File: config.mk
export PLATFORM = sky130hd
export DESIGN_NAME = raystore_out_fifo
export DESIGN_NICKNAME = d
export VERILOG_FILES = /design/src/rtl/raystore_out_fifo.sv
export SDC_FILE = /design/constraint.sdc
export NUM_CORES = 2
export LEC_CHECK = 0
export CAP_MARGIN = 20
export CORE_MARGIN = 2
export CORE_UTILIZATION = 53
export DETAILED_ROUTE_END_ITERATION = 7
export GPL_TIMING_DRIVEN = 0
export PLACE_DENSITY_LB_ADDON = 0.08
export REMOVE_ABC_BUFFERS = 1
export SLEW_MARGIN = 30
export SYNTH_ARGS = -nofsm -noshare
export SYNTH_HDL_FRONTEND = slang
export SYNTH_SLANG_ARGS = --single-unit
export TNS_END_PERCENT = 10
File: constraint.sdc
create_clock -name clk -period 21.5 [get_ports clk]
set_clock_uncertainty 0.1 [all_clocks]
set_input_delay 4.3 -clock clk [delete_from_list [all_inputs] [get_ports clk]]
set_output_delay 4.3 -clock clk [all_outputs]
set_load 0.03 [all_outputs]
File: src/rtl/raystore_out_fifo.sv
// raystore_out_fifo: show-ahead output buffer behind raystore_simple.
// It raises us_stall early so SLACK entries stay free for reads already in flight.
// Optional build macro: RAYSTORE_FIFO_OVF_CHECK_EN enables the sticky overflow_err flag
// and a simulation assertion on dropped writes.
module raystore_out_fifo #(
    parameter int unsigned SB_WIDTH  = 8,
    parameter int unsigned DEPTH     = 8,
    parameter int unsigned SLACK     = 2,
    parameter type         ray_vec_t = logic [191:0]
) (
    input  logic                         clk,
    input  logic                         rst,
    input  logic                         us_valid,
    input  logic [SB_WIDTH-1:0]          us_sb_data,
    input  logic [$bits(ray_vec_t)-1:0]  us_rd_data,
    output logic                         us_stall,
    output logic                         ds_valid,
    output logic [SB_WIDTH-1:0]          ds_sb_data,
    output logic [$bits(ray_vec_t)-1:0]  ds_rd_data,
    input  logic                         ds_stall,
    output logic [$clog2(DEPTH):0]       count,
    output logic                         overflow_err
);

    localparam int unsigned PtrW   = $clog2(DEPTH);
    localparam int unsigned CntW   = PtrW + 1;
    localparam int unsigned RdW    = $bits(ray_vec_t);
    localparam int unsigned EntryW = SB_WIDTH + RdW;

    if ((DEPTH < 4) || ((DEPTH & (DEPTH - 1)) != 0)) begin : g_bad_depth
        $error("raystore_out_fifo: DEPTH must be a power of two and at least 4");
    end
    if ((SLACK < 1) || (SLACK >= DEPTH)) begin : g_bad_slack
        $error("raystore_out_fifo: SLACK must satisfy 1 <= SLACK < DEPTH");
    end

    logic [EntryW-1:0] mem_q [DEPTH];
    logic [PtrW-1:0]   wr_ptr_q, rd_ptr_q;
    logic [CntW-1:0]   count_q, count_d;
    logic              full, pop, push;

    assign full     = (count_q == CntW'(DEPTH));
    assign ds_valid = (count_q != '0);
    assign pop      = ds_valid & ~ds_stall;
    // When full, a simultaneous pop frees the slot being written this edge.
    assign push     = us_valid & (~full | pop);

    // Early backpressure depends on occupancy only, so it carries no input-to-output path.
    assign us_stall = (count_q >= CntW'(DEPTH - SLACK));
    assign count    = count_q;

    // Show-ahead head entry.
    assign {ds_sb_data, ds_rd_data} = mem_q[rd_ptr_q];

    // Occupancy next state.
    always_comb begin
        count_d = count_q;
        if (push && !pop) begin
            count_d = count_q + CntW'(1);
        end else if (pop && !push) begin
            count_d = count_q - CntW'(1);
        end
    end

    // Storage write; contents are intentionally not reset.
    always_ff @(posedge clk) begin
        if (push) begin
            mem_q[wr_ptr_q] <= {us_sb_data, us_rd_data};
        end
    end

    // Pointers and occupancy.
    always_ff @(posedge clk or negedge rst) begin
        if (!rst) begin
            wr_ptr_q <= '0;
            rd_ptr_q <= '0;
            count_q  <= '0;
        end else begin
            if (push) wr_ptr_q <= wr_ptr_q + PtrW'(1);
            if (pop)  rd_ptr_q <= rd_ptr_q + PtrW'(1);
            count_q <= count_d;
        end
    end

`ifdef RAYSTORE_FIFO_OVF_CHECK_EN
    logic drop;
    logic ovf_q;

    assign drop         = us_valid & ~push;
    assign overflow_err = ovf_q;

    // Sticky record of any dropped write.
    always_ff @(posedge clk or negedge rst) begin
        if (!rst) begin
            ovf_q <= 1'b0;
        end else if (drop) begin
            ovf_q <= 1'b1;
        end
    end

`ifndef SYNTHESIS
    a_no_drop : assert property (@(posedge clk) disable iff (!rst) !drop)
        else $error("raystore_out_fifo: write dropped while full");
`endif
`else
    assign overflow_err = 1'b0;
`endif

endmodule

; Word-level counts from Yosys, hierarchy flattened
; Memory sizes are Yosys's and may differ from the RTL's.
; Index checks and enable logic that the tools add are counted.
; Widths: inputs -> output; s select.
[word_totals]
regBits = 10
ramBits = 1600
inputBits = 204
output_inout_bits = 207
wordCells = 25
mem_count = 1
[mem_list]
columns = name, words, width, rd, rd_clocked_by_memory_dff, write_ports, line
row1 = mem_q, 8, 200, 1, 0, 1, 37  ; logic [EntryW-1:0] mem_q [DEPTH];
[op_classes]
n_addsub = 4
magnitude_cmp = 1
eq_ne = 1
muxes = 4
bitwise = 5
n_reduce_logical = 6
[ops]
columns = op, count
row1 = $mux 4, 2
row2 = $add 3x1->3 const B, 2
row3 = $add 4x1->4 const B, 1
row4 = $eq 4x4->1 const B, 1
row5 = $ge 4x3->1 const B, 1
row6 = $reduce_bool 4->1, 1
row7 = $sub 4x1->4 const B, 1
row8 = $and 1x1->1, 2
row9 = $logic_and 1x1->1, 2
row10 = $logic_not 1->1, 2
row11 = $mux 1, 2
row12 = $not 1->1, 2
row13 = $reduce_bool 2->1, 1
row14 = $or 1x1->1, 1

; Depth between registers and ports, before layout
[logic_depth]
depth_word = 8
ltp_mapped = 9
depth_no_buf = 9

; Least setup slack after synthesis
; OpenSTA, ideal clock, no wires.
[synth_path]
kind = input to register
startpoint = input ds_stall
endpoint = memory mem_q[0][0] (netlist bit) (enable)
setup_ns = 1.248
arrival_time_ns = 23.307
required_ns = 20.152
slack_ns = -3.155
stages = 3
n_path_buf = 0
path_cell_list = nand2_1 o21ai_2 nor4_1
[synth_via]
elab_chain_len = 6
[synth_rtl]
columns = element, line
row1 = "start, declared", 20  ; input logic ds_stall,
row2 = $not 1->1, 44  ; assign pop = ds_valid & ~ds_stall;
row3 = $and 1x1->1, 44
row4 = $or 1x1->1, 46  ; assign push = us_valid & (~full | pop);
row5 = $and 1x1->1, 46
row6 = $mux 1, 67  ; if (push) begin
row7 = $mux 1 (not written as such), 68  ; mem_q[wr_ptr_q] <= {us_sb_data, us_rd_data};
row8 = "end, declared", 37
; Every way passes these cells.

; Final worst setup path
[layout_path]
startpoint = register rd_ptr_q[0]
endpoint = output ds_rd_data[54]
[layout_via]
elab_chain_len = 1
[layout_rtl]
columns = element, line
row1 = "start, declared", 38  ; logic [PtrW-1:0] wr_ptr_q, rd_ptr_q;
row2 = "start signal, assigned", 80  ; if (pop) rd_ptr_q <= rd_ptr_q + PtrW'(1);
row3 = $mem_v2 8x200, n/a
row4 = "end, declared", 19  ; output logic [$bits(ray_vec_t)-1:0] ds_rd_data,
; Every way passes these cells.

==> out/metrics.yaml <==
layout-drive-gt1-share: 0.347
htreeDepth: 4
crit_slowest_cell: "dfrtp_4"
grt_max_degree: 45
cts_made_buffers: 161
grt_pass1_vias: 29300
holdWs_ps: 533
worstPathMaxFanout: 29
num-fill-cells: 7299
status: "completed"
globalplace.congestion: 0.719
worstSkewPairLatency_ps: 740
clk_pin_slew_ps: 60
wl_per_cell_um: 26.9
die_h_um: 343
tightest_slew_ps: 820
cp_common_cell: "buf_16"
cpPeakStageDelay_ps: 710
relSlewSlack: 0.450
finalSetupViolCount: 0
antenna_found_initial: 20
power_leakage_nw: 24.3
area_growth_syn_to_layout_pct: 22.5
cp_cell_sequence: "buf_12, buf_16, buf_16, buf_16, buf_16, buf_12, mux4_2, mux2_2, clkdlybuf4s50_1"
r2r_slack_ps: 17270
synthArstFlopShare: 0.00621
end_kind: "primary output"
required_ps: 17100
synth.top_cell.area_share: 0.787
nNetsFinal: 3342
clk_path_buf_depth: 3
vias: 27400
synth_ff_type: "edfxtp_1"
antenna_left: 0
timing.rr.start: "count[0]"
ys_ff_latch: 1610
drc: 0
core_area_um2: 114000
yosys_warnings: 0
clkSinkCount: 1610
min_path_type: "register to register"
synth_area_leaders: "edfxtp_1 79%, mux4_2 15%, mux2_2 3.7%"
hpwl_um: 87700
drt-initial-drc-count: 2026
design_area_um2: 74800
io_pins: 411
r2r_end: "mem_q[0][64]"
syn_inst: 2379
grt_pass1_wl_um: 190000
cts_root_buffer: "clkbuf_16"
crit_family: "buffers and inverters"
io_buffers: 409
cp_num_cells: 9
drtPass1Iterations: 5
gr-usage-all-layers: 0.221
grt_setup_unrepaired: "false"
post-cts-setup-buffers: 0
startpoint_type: "register"
power-per-cell-area_nw_per_um2: 145
worstSetupEndpoint: "ds_rd_data[54]"
num_rows: 124
cts_tree: "yes"
dieWidth_um: 343
post_cts_resized: 0
hold_viol_final: 0
start_util: 0.534
synth_cell_types: 34
synth_top_cell_by_area: "edfxtp_1"
fin_crit_ps: 9050
slew_violations: 0
criticalPathCategory: "register to primary output"
die-area_um2: 118000
avgViaCountPerCell: 5.73
synth_edf_count: 1600
cp.arrival_ps: 4650
cts_hold_buffers: 0
synth_seq_area_share: 0.791
post-route-util: 0.654
syn_area_per_cell_um2: 25.7
ir_worst_vdd_uv: 105
startpoint: "rd_ptr_q[0]"
placed_area_um2: 69600
worst_r2r_path_depth: 16
fin_crit_sh: 0.421
routed_wl_um: 128000
max_cap_violations: 0
worst-path-buf-inv: 7
netlist_area_um2: 61000
overflow: 0
fmax_ghz: 0.111
[registers in the layout (all words and copies together), names as in the netlist]
register,flops
count,4
mem_q,1600
wr_ptr_q,3
rd_ptr_q,3
[worst min path at each step]
stage / startpoint / to / cells after the start
3_3_place_gp: wr_ptr_q[2] / wr_ptr_q[2] / 1
2_1_floorplan: wr_ptr_q[2] / wr_ptr_q[2] / 1
6_report: wr_ptr_q[2] / wr_ptr_q[2] / 1
5_1_grt: rd_ptr_q[2] / rd_ptr_q[2] / 1
4_1_cts: wr_ptr_q[2] / wr_ptr_q[2] / 1
3_5_place_dp: wr_ptr_q[2] / wr_ptr_q[2] / 1
[area by class of cell]
| cell class | instances | area (µm²) | share of cell area |
|---|---|---|---|
| Timing Repair Buffer | 704 | 7690 | 0.103 |
| Antenna cell | 7 | 17.5 | 0.000234 |
| Clock inverter | 95 | 863 | 0.0115 |
| Inverter | 4 | 15.0 | 0.000201 |
| Sequential cell | 1610 | 48300 | 0.646 |
| Tap cell | 1512 | 1890 | 0.0253 |
| Multi-Input combinational cell | 651 | 11700 | 0.156 |
| Clock buffer | 194 | 4300 | 0.0575 |
[report_power, final]
part	leakage, nW	switching, W	internal (W)
Combinational	7.16	0.00214	0.00195
Clock	2.53	0.00112	0.00161
Sequential	14.6	0.000122	0.00393
Total	24.3	0.00338	0.00749
[cells in the mapped netlist, drive strengths merged (2+ instances only)]
| library cell | count |
|---|---|
| buf | 78 |
| nand2b | 2 |
| mux2 | 203 |
| or3 | 2 |
| inv | 4 |
| xnor2 | 4 |
| ha | 5 |
| dfrtp | 10 |
| nand3 | 2 |
| nor4 | 2 |
| nor3 | 5 |
| o21ai | 2 |
| a21oi | 2 |
| mux4 | 400 |
| edfxtp | 1600 |
| nor2 | 4 |
| clkbuf | 36 |
| o211ai | 4 |
| xor2 | 2 |
| nand2 | 4 |
[logic make-up after synthesis]
family | Yosys count | share of synthesized area
flip-flops | 1610 | 0.791
multiplexers | 604 | 0.185
AO/OA/AOI/OAI | 10 | 0.00119
buffers and inverters | 118 | 0.0181
AND/OR/NAND/NOR | 24 | 0.00205
XOR/XNOR | 6 | 0.000861
other | 1 | 0.0000614
adder cells (fa/ha/maj) | 6 | 0.00135
[through the flow]
step	TNS [ps]	worst slack, ps	power [W]	std cells
after floorplan	-630990	-3150	0.00772	2265
after global placement	-	-26640	0.0100	4186
after detailed placement	0	13010	0.00828	4481
after CTS	0	12300	0.0110	4770
after global routing	0	12150	0.0113	4774
final	0	12450	0.0109	4777
[layout by cell type, fill, tap and decap left out, types with 5 or more instances in the layout]
cell type,instances
bufinv_16,16
buf_12,13
clkbuf_1,26
mux2_2,200
clkinv_1,42
clkinv_2,27
clkdlybuf4s50_1,409
clkbuf_16,168
mux4_2,400
buf_2,53
edfxtp_1,1600
buf_6,18
buf_16,64
buf_4,146
ha_1,5
dfrtp_1,7
diode_2,7
[metal layers]
metal | GRT usage | vias up | wire (µm)
met5 | 0 | - | 184
met4 | 0.0625 | 28 | 2670
met3 | 0.0650 | 189 | 9150
met2 | 0.368 | 705 | 65700
met1 | 0.287 | 14600 | 50700
li1 | - | 11800 | -
Power figures use the tool's default switching activity.
